===== src/rtl/fpu_add_sub_normalizer_pkg.sv =====
// Shared fp16 field widths, the packed fp16 type and small result constructors
// used by the add/sub normalizer and its rounding helper.
package fpu_add_sub_normalizer_pkg;

    localparam int EXP_W  = 5;
    localparam int FRAC_W = 10;
    localparam int BIAS   = 15;
    localparam int MANT_W = 14;
    localparam int SIG_W  = FRAC_W + 1;

    localparam logic [EXP_W-1:0] EXP_MAX = 5'd31;

    typedef struct packed {
        logic              sign;
        logic [EXP_W-1:0]  exp;
        logic [FRAC_W-1:0] frac;
    } fp16_t;

    function automatic fp16_t fp16_inf(input logic sign);
        fp16_t r;
        r.sign = sign;
        r.exp  = EXP_MAX;
        r.frac = '0;
        return r;
    endfunction

    function automatic fp16_t fp16_zero(input logic sign);
        fp16_t r;
        r.sign = sign;
        r.exp  = '0;
        r.frac = '0;
        return r;
    endfunction

endpackage


===== src/rtl/fpu_add_sub_normalizer_rne.sv =====
// Round-to-nearest-even increment of the 11-bit significand; purely combinational.
// A carry out means the significand wrapped to 1.0 of the next binade.
module fpu_add_sub_normalizer_rne
    import fpu_add_sub_normalizer_pkg::*;
(
    input  logic [SIG_W-1:0] mant_i,
    input  logic             guard_i,
    input  logic             rs_i,
    output logic [SIG_W-1:0] mant_o,
    output logic             carry_o
);

    logic inc;

    assign inc = guard_i & (rs_i | mant_i[0]);
    assign {carry_o, mant_o} = {1'b0, mant_i} + {{SIG_W{1'b0}}, inc};

endmodule


===== src/rtl/fpu_add_sub_normalizer.sv =====
// Normalizes and rounds a raw adder sum into fp16, one item in flight, one shift per cycle.
// Result and flags are held in DONE until out_ready; nothing is accepted outside IDLE.
module fpu_add_sub_normalizer
    import fpu_add_sub_normalizer_pkg::*;
(
    input  logic              clock,
    input  logic              reset_n,
    input  logic              in_valid,
    output logic              in_ready,
    input  logic              sign_in,
    input  logic [EXP_W-1:0]  exp_in,
    input  logic [MANT_W-1:0] mant_in,
    input  logic              sticky_in,
    output logic              out_valid,
    input  logic              out_ready,
    output fp16_t             result,
    output logic              overflow,
    output logic              underflow,
    output logic              inexact
);

    typedef enum logic [1:0] {S_IDLE, S_NORM, S_ROUND, S_DONE} state_e;

    state_e            state_q, state_d;
    logic              sign_q, sign_d;
    logic [EXP_W-1:0]  exp_q, exp_d;
    logic [MANT_W-1:0] mant_q, mant_d;
    logic              sticky_q, sticky_d;
    fp16_t             result_q, result_d;
    logic              overflow_q, overflow_d;
    logic              underflow_q, underflow_d;
    logic              inexact_q, inexact_d;

    logic [SIG_W-1:0]  rnd_mant;
    logic              rnd_carry;
    logic [EXP_W-1:0]  exp_inc;
    logic              inexact_w;

    fpu_add_sub_normalizer_rne u_rne (
        .mant_i  (mant_q[12:2]),
        .guard_i (mant_q[1]),
        .rs_i    (mant_q[0] | sticky_q),
        .mant_o  (rnd_mant),
        .carry_o (rnd_carry)
    );

    assign exp_inc   = exp_q + 5'd1;
    assign inexact_w = mant_q[1] | mant_q[0] | sticky_q;

    always_comb begin
        state_d     = state_q;
        sign_d      = sign_q;
        exp_d       = exp_q;
        mant_d      = mant_q;
        sticky_d    = sticky_q;
        result_d    = result_q;
        overflow_d  = overflow_q;
        underflow_d = underflow_q;
        inexact_d   = inexact_q;
        case (state_q)
            S_IDLE: begin
                if (in_valid) begin
                    sign_d   = sign_in;
                    // Subnormal inputs share the scale of exponent 1.
                    exp_d    = (exp_in == '0) ? 5'd1 : exp_in;
                    mant_d   = mant_in;
                    sticky_d = sticky_in;
                    state_d  = S_NORM;
                end
            end
            S_NORM: begin
                if (mant_q == '0 && !sticky_q) begin
                    result_d    = fp16_zero(sign_q);
                    overflow_d  = 1'b0;
                    underflow_d = 1'b0;
                    inexact_d   = 1'b0;
                    state_d     = S_DONE;
                end else if (exp_q == EXP_MAX) begin
                    result_d    = fp16_inf(sign_q);
                    overflow_d  = 1'b1;
                    underflow_d = 1'b0;
                    inexact_d   = 1'b1;
                    state_d     = S_DONE;
                end else if (mant_q[13]) begin
                    mant_d   = {1'b0, mant_q[13:1]};
                    sticky_d = sticky_q | mant_q[0];
                    exp_d    = exp_inc;
                end else if (!mant_q[12] && exp_q > 5'd1) begin
                    mant_d = {mant_q[12:0], 1'b0};
                    exp_d  = exp_q - 5'd1;
                end else begin
                    state_d = S_ROUND;
                end
            end
            S_ROUND: begin
                inexact_d  = inexact_w;
                overflow_d = 1'b0;
                if (rnd_carry && exp_inc == EXP_MAX) begin
                    result_d   = fp16_inf(sign_q);
                    overflow_d = 1'b1;
                end else if (rnd_carry) begin
                    result_d.sign = sign_q;
                    result_d.exp  = exp_inc;
                    result_d.frac = '0;
                end else begin
                    // A hidden bit of 0 can only occur at exponent 1, i.e. a subnormal.
                    result_d.sign = sign_q;
                    result_d.exp  = rnd_mant[FRAC_W] ? exp_q : {EXP_W{1'b0}};
                    result_d.frac = rnd_mant[FRAC_W-1:0];
                end
                underflow_d = inexact_w & (result_d.exp == '0);
                state_d     = S_DONE;
            end
            S_DONE: begin
                if (out_ready) state_d = S_IDLE;
            end
            default: state_d = S_IDLE;
        endcase
    end

    always_ff @(posedge clock or negedge reset_n) begin
        if (!reset_n) begin
            state_q     <= S_IDLE;
            sign_q      <= 1'b0;
            exp_q       <= '0;
            mant_q      <= '0;
            sticky_q    <= 1'b0;
            result_q    <= '0;
            overflow_q  <= 1'b0;
            underflow_q <= 1'b0;
            inexact_q   <= 1'b0;
        end else begin
            state_q     <= state_d;
            sign_q      <= sign_d;
            exp_q       <= exp_d;
            mant_q      <= mant_d;
            sticky_q    <= sticky_d;
            result_q    <= result_d;
            overflow_q  <= overflow_d;
            underflow_q <= underflow_d;
            inexact_q   <= inexact_d;
        end
    end

    assign in_ready  = (state_q == S_IDLE);
    assign out_valid = (state_q == S_DONE);
    assign result    = result_q;
    assign overflow  = overflow_q;
    assign underflow = underflow_q;
    assign inexact   = inexact_q;

endmodule


===== config.mk =====
export PLATFORM = sky130hd
export DESIGN_NAME = fpu_add_sub_normalizer
export DESIGN_NICKNAME = d
export VERILOG_FILES = /design/src/rtl/fpu_add_sub_normalizer_pkg.sv /design/src/rtl/fpu_add_sub_normalizer_rne.sv /design/src/rtl/fpu_add_sub_normalizer.sv
export SDC_FILE = /design/constraint.sdc
export NUM_CORES = 1
export LEC_CHECK = 0
export CAP_MARGIN = 25
export CORE_ASPECT_RATIO = 1.1
export CORE_UTILIZATION = 58
export CTS_BUF_LIST = sky130_fd_sc_hd__clkbuf_16
export DETAILED_ROUTE_END_ITERATION = 6
export PLACE_DENSITY = 0.85
export SLEW_MARGIN = 15
export SYNTH_ARGS = -nofsm -noshare
export SYNTH_HDL_FRONTEND = slang
export SYNTH_SLANG_ARGS = --single-unit
export TNS_END_PERCENT = 50

===== constraint.sdc =====
create_clock -name clock -period 4.4 [get_ports clock]
set_input_delay 0.66 -clock clock [delete_from_list [all_inputs] [get_ports clock]]
set_output_delay 0.66 -clock clock [all_outputs]
set_load 0.02 [all_outputs]

==> impl_metrics.yaml, run 1 <==
outcome:
  outcome: "complete, no violations"
sta:
  fin_ws_ps: 1410
  fin_tns_setup_ps: 0
  timing.final.crit_share: 0.679
  fin_worst_hold_slack_ps: 246
  finalCriticalPeriod_ps: 2990
  drv_slew: 0
  hold_violations: 0
  grt_setup_unrepaired: "no"
  worst_clk_skew_ps: 6.75
  relSlewSlack: 0.451
  finalSetupViolCount: 0
  timing.fmax_mhz: 335
  max_slew.worst_pin.slew_ps: 823
worst_setup_path:
  setup.reg_to_reg.worst_slack_ps: 1410
  path_cells: "ha_1, and3_1, ha_1, a41oi_1, o21ai_2, a21oi_2, buf_6, mux2_2"
  end_kind: "register"
  worst_path_largest_cell_delay_ps: 510
  crit_path_top_delay_cell: "dfrtp_1"
  critPathBufInv: 1
  start_kind: "register"
  worst-path-max-fanout: 12
  critPathMostFrequentCell: "ha_1"
  critPathTopFamily: "compound AO/OA/AOI/OAI gates"
  setup.worst_path.class: "register to register"
  worstPathArrival_ps: 3160
  worstRegToRegCells: 8
  timing.critical_path.required_ps: 4570
  critical_path_cell_count: 8
synth:
  share_of_cell_area_taken_by_muxes_after_synthesis: 0.103
  postSynthNetCount: 341
  yosysSeqAreaShare: 0.360
  ys_dominant_reg_cell: "dfrtp_1"
  synth-seq-cells: 42
  synth_area_per_cell_sq_um: 9.53
  share_of_async_settable_or_async_resettable_flops_after_synthesis: 1.00
  synthSimpleGateAreaFrac: 0.186
  post_synth_num_cell_types: 68
  synth_xor_xnor_area_share: 0.0330
  synth-edff-count: 0
  synthAdderAreaFrac: 0.0429
  post_synthesis_cells: 306
  synth-warning-count: 0
  synth_compound_area_frac: 0.222
  largest_family_of_logic_cells_by_synthesized_area: "compound AO/OA/AOI/OAI gates"
  post_synth_design_cell_area_sq_mm: 0.00292
place:
  dp_hpwl_um: 5240
  io_buffers: 45
  place_congestion: 0.934
  dpl_worst_slack_ps: 1190
  numPlacedInstances: 384
  dpl_cell_area_sq_mm: 0.00332
global_routing:
  grt_pass1_vias: 2502
  pin_count_of_the_biggest_net_entering_global_routing: 43
  grt_antenna_before_repair: 0
  globalRoute.totalOverflow: 0
  grt_pass1_wl_um: 12200
  grt.total_usage: 0.287
finish:
  finalCoreUtilization: 0.738
  most_frequent_standard_cell_in_the_layout_excluding_fill_and_tap_cells: "clkdlybuf4s50_1"
  net_total_in_the_final_layout: 372
  layoutNonFillerInstCount: 394
  finish.instance_area_sq_mm: 0.00350
  most-common-layout-cells: "44 x clkdlybuf4s50_1, 42 x dfrtp_1, 25 x nand2_1, 19 x o21ai_0, 13 x a21oi_1"
  antenna-diode-count: 0
  area_growth_pct: 20.1
  post_route_cells_drive_above_1_share: 0.127
clock_network:
  cts.sink_count: 42
  tritoncts.num_buffers: 5
  cts.path.max_buffers: 2
  cts-hold-fix-buffers: 0
  cts_setup_buffers: 0
  postCtsResizedCells: 0
  ctsRootBufferMaster: "clkbuf_16"
  clock_tree_from_tritoncts: "done"
  cts_htree_levels: 2
  clock_latency_ps: 280
  clkSlewWorstSetupHoldPaths_ps: 70
floorplanning:
  placeableCoreArea_sq_mm: 0.00475
  boundaryPins: 46
  core.rowCount: 26
  dieHeight_um: 76.4
  initial_core_util: 0.614
  die_area_sq_mm: 0.00532
  die_x_um: 69.6
routing:
  ant_nets: 0
  initialDrtViolationCount: 267
  detailroute.via_count: 2612
  routed_wire_length_per_instance_um: 18.5
  dr.pass1.iters: 5
  routed_wl_um: 7300
  route.detailed.drc: 0
  routed_via_density: 6.63
power_and_ir_drop:
  pwr_density_cell_mw_per_mm2: 791
  total_power_mw: 2.77
  power.static_leakage_nw: 1.43
  worst_ir_drop_vdd_mv: 0.472
run:
  timing.max_cap.violations: 0
hold_path:
  worstHoldPathType: "primary input to asynchronous set/reset pin"
-- cell families after synthesis --
kind of cell	count (synthesis)
AOI/OAI and AO/OA	92
xor gates and xnor gates	11
adders and majority gates	10
buffers and inverters	33
DFF	42
muxes	24
and+or+nand+nor	94
-- Yosys cell counts, drive strengths merged, types with 2 or more instances --
| master | number | area share |
|---|---|---|
| nand4 | 6 | 0.015 |
| a32o | 2 | 0.0069 |
| o22a | 3 | 0.0090 |
| clkbuf | 13 | 0.017 |
| o21ai | 27 | 0.048 |
| a211oi | 2 | 0.0051 |
| o221ai | 4 | 0.012 |
| a221o | 10 | 0.035 |
| nor2 | 11 | 0.014 |
| o211ai | 2 | 0.0051 |
| and4 | 3 | 0.0094 |
| o21bai | 2 | 0.0051 |
| nand2 | 25 | 0.032 |
| o31ai | 3 | 0.0077 |
| a31oi | 5 | 0.011 |
| nand3 | 8 | 0.014 |
| nand3b | 2 | 0.0051 |
| buf | 12 | 0.025 |
| xnor2 | 6 | 0.018 |
| dfrtp | 42 | 0.36 |
| o22ai | 2 | 0.0064 |
| and3 | 12 | 0.026 |
| inv | 8 | 0.010 |
| nor3b | 2 | 0.0069 |
| mux2 | 20 | 0.089 |
| a21o | 2 | 0.0051 |
| ha | 10 | 0.043 |
| and2 | 2 | 0.0043 |
| a21oi | 14 | 0.025 |
| nand2b | 5 | 0.011 |
| nor4 | 8 | 0.024 |
| a41oi | 2 | 0.0060 |
| nor3 | 5 | 0.010 |
| mux2i | 4 | 0.014 |
| xor2 | 5 | 0.015 |
| a22oi | 2 | 0.0051 |
-- worst register-to-register path, stage by stage (launching register included) --
cell	delay, ps
dfrtp_1	510
ha_1	350
and3_1	210
ha_1	270
a41oi_1	320
o21ai_2	150
a21oi_2	440
buf_6	250
mux2_2	360
-- final timing paths --
kind | startpoint | end
max | exp_q[0] | mant_q[2]
min | reset_n | exp_q[3]
max reg2reg | exp_q[0] | mant_q[2]
min reg2reg | result[2] | result[2]
max in group asynchronous | reset_n | mant_q[4]
min in group clock | result[2] | result[2]
-- power by group --
part	switching (mW)	total [mW]	leakage, nW	internal (mW)
logic	0.814	1.55	0.848	0.735
clock network	0.158	0.370	0.0664	0.212
registers	0.288	0.852	0.514	0.564
-- registers in the layout, indices dropped and copies added (netlist names) --
signal	flops
sign_q	1
overflow	1
underflow	1
sticky_q	1
inexact	1
state_q	2
mant_q	14
exp_q	5
result	16
-- layout make-up --
type                    count  area (sq um)
clock buffers               5           125
fillers                   382          1250
multi-input cells         231          1710
clock inverters             3          23.8
inverters                   8          30.0
well taps                  56          70.1
flip-flops and latches     42          1050
repair buffers             49           492
-- layer usage --
layer	share of wire	vias to the layer above	track usage
li1	-	1221	-
met1	0.43	1265	0.382
met2	0.50	110	0.475
met3	0.051	16	0.0489
met4	0.024	0	0.0980
met5	0	-	0
No activity file was read; power rests on OpenSTA's default activity.
==> inputs of run 2 (changes only) <==
--- a/config.mk
+++ b/config.mk
@@ -7,10 +7,10 @@
 export LEC_CHECK = 0
 export CAP_MARGIN = 25
 export CORE_ASPECT_RATIO = 1.1
-export CORE_UTILIZATION = 58
+export CORE_UTILIZATION = 49
 export CTS_BUF_LIST = sky130_fd_sc_hd__clkbuf_16
 export DETAILED_ROUTE_END_ITERATION = 6
-export PLACE_DENSITY = 0.85
+export PLACE_DENSITY = 0.77
 export SLEW_MARGIN = 15
 export SYNTH_ARGS = -nofsm -noshare
 export SYNTH_HDL_FRONTEND = slang
==> constraint.sdc (replaced) <==
create_clock -name clock -period 2.6 [get_ports clock]
set_input_delay 0.39 -clock clock [delete_from_list [all_inputs] [get_ports clock]]
set_output_delay 0.39 -clock clock [all_outputs]
set_load 0.02 [all_outputs]
==> run 2 against run 1 <==
Maximum frequency increased by 26%. Setup slack got worse by 1200 ps. Sequential power increased by 61%. Flip-flop and latch count unchanged. Clock power increased by 65%. Critical endpoint unchanged. Core utilization decreased by 11 points. Largest power group unchanged. Via count decreased by 1.8%. Final area increased by 3.0%. Non-clock buffer count increased by 10. Clock skew decreased by 2.3 ps. Die area increased by 18%.
==> impl_metrics.yaml, run 2 (synthesized netlist as in run 1, its figures left out) <==
floorplanning:
  boundaryPins: 46
  initial_core_util: 0.506
  dieHeight_um: 82.9
  core.rowCount: 29
  placeableCoreArea_sq_mm: 0.00577
  die_area_sq_mm: 0.00627
  die_x_um: 75.6
sta:
  timing.final.crit_share: 0.916
  hold_violations: 0
  relSlewSlack: 0.390
  fin_worst_hold_slack_ps: 241
  worst_clk_skew_ps: 4.49
  grt_setup_unrepaired: "no"
  drv_slew: 0
  finalCriticalPeriod_ps: 2380
  max_slew.worst_pin.slew_ps: 914
  fin_ws_ps: 219
  timing.fmax_mhz: 420
  fin_tns_setup_ps: 0
  finalSetupViolCount: 0
power_and_ir_drop:
  worst_ir_drop_vdd_mv: 0.879
  pwr_density_cell_mw_per_mm2: 1330
  power.static_leakage_nw: 1.48
  total_power_mw: 4.80
worst_setup_path:
  worst-path-max-fanout: 13
  worstPathArrival_ps: 2550
  critPathTopFamily: "compound AO/OA/AOI/OAI gates"
  end_kind: "register"
  critPathBufInv: 1
  start_kind: "register"
  crit_path_top_delay_cell: "dfrtp_1"
  setup.worst_path.class: "register to register"
  path_cells: "ha_1, and3_1, ha_1, a41oi_1, o21ai_2, a21oi_4, buf_12, mux2_2"
  worst_path_largest_cell_delay_ps: 470
  timing.critical_path.required_ps: 2770
  critPathMostFrequentCell: "ha_1"
routing:
  routed_wl_um: 7050
  dr.pass1.iters: 4
  initialDrtViolationCount: 140
  routed_via_density: 6.03
  detailroute.via_count: 2564
  routed_wire_length_per_instance_um: 16.6
  route.detailed.drc: 0
  ant_nets: 0
clock_network:
  cts.path.max_buffers: 2
  clkSlewWorstSetupHoldPaths_ps: 60
  clock_tree_from_tritoncts: "done"
  cts-hold-fix-buffers: 0
  cts_setup_buffers: 0
  ctsRootBufferMaster: "clkbuf_16"
  clock_latency_ps: 280
  cts_htree_levels: 2
  cts.sink_count: 42
  tritoncts.num_buffers: 5
outcome:
  outcome: "complete, no violations"
global_routing:
  grt.total_usage: 0.239
  grt_pass1_wl_um: 11600
  grt_antenna_before_repair: 0
  globalRoute.totalOverflow: 0
  pin_count_of_the_biggest_net_entering_global_routing: 43
  grt_pass1_vias: 2408
finish:
  most_frequent_standard_cell_in_the_layout_excluding_fill_and_tap_cells: "clkdlybuf4s50_1"
  post_route_cells_drive_above_1_share: 0.155
  area_growth_pct: 23.8
  layoutNonFillerInstCount: 425
  finalCoreUtilization: 0.626
  antenna-diode-count: 0
  largest_register_ff_count: 16
  most-common-layout-cells: "44 x clkdlybuf4s50_1, 42 x dfrtp_1, 25 x nand2_1, 19 x o21ai_0, 13 x buf_4"
  finish.instance_area_sq_mm: 0.00361
  net_total_in_the_final_layout: 382
run:
  timing.max_cap.violations: 0
place:
  numPlacedInstances: 417
  place_congestion: 1.00
  dp_hpwl_um: 5210
  dpl_worst_slack_ps: 116
  dpl_cell_area_sq_mm: 0.00345
  io_buffers: 45
hold_path:
  worstHoldPathType: "primary input to asynchronous set/reset pin"
[run 2: repair_timing]
action / in CTS / in global routing
setup endpoints to repair: 0 / 13
endpoints found under the hold margin: 0 / 0
gates resized for setup: 0 / 2
[run 2: layout make-up]
type / count / area, sq um
clock buffers: 5 / 125
clock inverters: 3 / 21.3
fillers: 495 / 2160
inverters: 8 / 30.0
multi-input cells: 231 / 1720
flip-flops and latches: 42 / 1050
well taps: 77 / 96.3
repair buffers: 59 / 563
[run 2: worst reg2reg max path, cell delays in order, from the launching register on]
cell and delay, ps:
dfrtp_1 470, ha_1 240, and3_1 180, ha_1 190
a41oi_1 230, o21ai_2 160, a21oi_4 260, buf_12 190
mux2_2 340
[run 2: final timing paths]
path                       startpoint        end  slack (ps)  cells after the start
max reg2reg                  exp_q[1]  mant_q[2]         220                      8
min                           reset_n  mant_q[5]         240                      1
min in group clock          result[0]  result[0]         470                      2
max                          exp_q[1]  mant_q[2]         220                      8
min reg2reg                 result[0]  result[0]         470                      2
max in group asynchronous     reset_n   exp_q[3]        1790                      1
[run 2: routing by layer]
| layer | up-vias | track usage | wire [um] |
|---|---|---|---|
| met5 | - | 0 | 0 |
| met4 | 0 | 0.0623 | 87 |
| met3 | 10 | 0.0328 | 299 |
| met2 | 75 | 0.396 | 3500 |
| met1 | 1244 | 0.323 | 3170 |
| li1 | 1235 | - | - |
[run 2: power by group]
part           internal [mW]  switching [mW]
sequential             0.957           0.411
clock                  0.355           0.256
combinational           1.38            1.45
total                   2.69            2.12
==> inputs of run 3 (changes only) <==
--- a/config.mk
+++ b/config.mk
@@ -5,12 +5,14 @@
 export SDC_FILE = /design/constraint.sdc
 export NUM_CORES = 1
 export LEC_CHECK = 0
+export ABC_AREA = 1
 export CAP_MARGIN = 25
 export CORE_ASPECT_RATIO = 1.1
-export CORE_UTILIZATION = 49
+export CORE_UTILIZATION = 48
 export CTS_BUF_LIST = sky130_fd_sc_hd__clkbuf_16
 export DETAILED_ROUTE_END_ITERATION = 6
-export PLACE_DENSITY = 0.77
+export PLACE_DENSITY = 0.76
+export SKIP_LAST_GASP = 1
 export SLEW_MARGIN = 15
 export SYNTH_ARGS = -nofsm -noshare
 export SYNTH_HDL_FRONTEND = slang
==> run 3 against run 2 <==
Largest power group unchanged. Wire length is 12% lower. Area after synthesis decreased by 6.4%. Sequential power is 4% lower. Combinational power shrank 22%. Die area fell by 4.4%.
==> impl_metrics.yaml, run 3 <==
outcome:
  outcome: "complete, no violations"
place:
  place_congestion: 0.891
  dp_hpwl_um: 4430
  io_buffers: 45
  dpl_worst_slack_ps: 666
  numPlacedInstances: 497
power_and_ir_drop:
  worst_ir_drop_vdd_mv: 0.695
  pwr_density_cell_mw_per_mm2: 1250
  power.static_leakage_nw: 1.66
finish:
  area_growth_pct: 24.2
  layoutNonFillerInstCount: 506
  most-common-layout-cells: "130 x nand2_1, 47 x nand3_1, 44 x clkdlybuf4s50_1, 42 x inv_1, 42 x dfrtp_1"
  post_route_cells_drive_above_1_share: 0.0603
  n_fill_cell: 500
  largest_register_ff_count: 16
  antenna-diode-count: 0
  finalCoreUtilization: 0.624
  area.sequential_sq_mm: 0.00105
  multi_input_area_sq_mm: 0.00142
  most_frequent_standard_cell_in_the_layout_excluding_fill_and_tap_cells: "nand2_1"
  net_total_in_the_final_layout: 465
global_routing:
  grt_pass1_wl_um: 10600
  pin_count_of_the_biggest_net_entering_global_routing: 43
  globalRoute.totalOverflow: 0
  grt.total_usage: 0.230
  grt_antenna_before_repair: 0
  grt_pass1_vias: 2344
worst_setup_path:
  critPathBufInv: 2
  worst_path_largest_cell_delay_ps: 640
  worstRegToRegCells: 13
  end_kind: "output pin"
  setup.worst_path.class: "register to output pin"
  crit_path_top_delay_cell: "clkdlybuf4s50_1"
  start_kind: "register"
  crit-reg2reg-capture: "underflow"
  setup.reg_to_reg.worst_slack_ps: 640
  worstPathArrival_ps: 1740
  worst-path-max-fanout: 5
  path_cells: "inv_1, ha_1, clkdlybuf4s50_1"
  critPathTopFamily: "buffers and inverters"
  r2r_start: "mant_q[2]"
  timing.critical_path.required_ps: 2210
floorplanning:
  initial_core_util: 0.503
  die_x_um: 73.9
  boundaryPins: 46
  dieHeight_um: 81.1
  core.rowCount: 28
  placeableCoreArea_sq_mm: 0.00543
  die_area_sq_mm: 0.00599
clock_network:
  ctsRootBufferMaster: "clkbuf_16"
  tritoncts.num_buffers: 5
  cts_htree_levels: 2
  cts.sink_count: 42
  cts.path.max_buffers: 2
  clock_latency_ps: 280
  postCtsResizedCells: 0
  clkSlewWorstSetupHoldPaths_ps: 60
  cts_setup_buffers: 0
  cts-hold-fix-buffers: 0
  clock_tree_from_tritoncts: "done"
synth:
  ys_dominant_reg_cell: "dfrtp_1"
  synth_commonest_cells: "130 x nand2_1, 47 x nand3_1, 42 x dfrtp_1"
  yosys.area.top_type: "dfrtp_1"
  synthDominantCellAreaShare: 0.385
  post_synth_design_cell_area_sq_mm: 0.00273
  post_synth_num_cell_types: 30
  postSynthNetCount: 425
  synth-seq-cells: 42
  synth_area_per_cell_sq_um: 7.00
  synth-warning-count: 0
  share_of_async_settable_or_async_resettable_flops_after_synthesis: 1.00
  synth-edff-count: 0
  yosys.cell_count.top_type: "nand2_1"
  yosysSeqAreaShare: 0.385
  post_synthesis_cells: 390
  netlist_top_cells_area: "dfrtp_1 39%, nand2_1 18%, nand3_1 8.6%"
routing:
  routed_wire_length_per_instance_um: 12.3
  dr.pass1.iters: 4
  route.detailed.drc: 0
  routed_via_density: 5.03
  detailroute.via_count: 2546
  routed_wl_um: 6210
  ant_nets: 0
  initialDrtViolationCount: 211
sta:
  fin_tns_setup_ps: 0
  finalCriticalPeriod_ps: 2130
  relSlewSlack: 0.757
  drv_slew: 0
  worst_clk_skew_ps: 5.25
  max_slew.worst_pin.slew_ps: 365
  fin_worst_hold_slack_ps: 9.39
  timing.fmax_mhz: 470
  grt_setup_unrepaired: "no"
  fin_ws_ps: 472
  hold_violations: 0
  timing.final.crit_share: 0.819
  finalSetupViolCount: 0
hold_path:
  worstHoldPathType: "primary input to asynchronous set/reset pin"
run:
  timing.max_cap.violations: 0
## run 3: cell types whose count changed in the layout (fill, tap and decap cells not counted), sizes merged, moves of 9 or more
cell / before / now
nor2: 11 / 33
nand2: 25 / 134
nand3: 8 / 49
mux2: 20 / 0
a21oi: 14 / 5
and3: 12 / 0
a221o: 10 / 0
inv: 8 / 43
## run 3: metrics by stage
step                power (mW)  cell area (sq um)
global route              4.62               3390
global placement          3.45               3200
detailed placement        3.52               3200
floorplan                 2.87               2730
CTS                       4.25               3370
finish                    4.23               3390
## run 3: how the worst max path moves through the flow
stage	start	end	depth (start not counted)
final	state_q[0]	in_ready	3
after global routing	state_q[0]	in_ready	3
after CTS	state_q[0]	in_ready	3
after detailed placement	mant_q[2]	underflow	13
after global placement	mant_q[1]	underflow	13
after floorplan	exp_q[0]	exp_q[0]	11
## run 3: cells by family after synthesis
kind of cell	after synthesis	synth area share
compound gates	48	0.0977
fa+ha+maj	10	0.0459
xor+xnor	9	0.0289
flops	42	0.385
buf+inv	60	0.0958
simple gates	221	0.347
## run 3: report_power, final
part	total [mW]	switching (mW)	internal, mW
sequential	1.32	0.364	0.954
combinational	2.21	1.35	0.858
clock	0.707	0.258	0.450
## run 3: layout make-up
| class | count | share of cell area |
|---|---|---|
| Clock inverter | 3 | 0.0122 |
| Tap cell | 75 | 0.0277 |
| Clock buffer | 5 | 0.0369 |
| Inverter | 42 | 0.0465 |
| Timing Repair Buffer | 51 | 0.148 |
| Multi-Input combinational cell | 288 | 0.418 |
| Sequential cell | 42 | 0.310 |
## run 3: layer usage
layer	wire length, um	global-route usage	part of all wire
met1	2740	0.301	0.44
met5	0	0	0
met4	120	0.0827	0.019
met2	3060	0.383	0.49
met3	285	0.0372	0.046
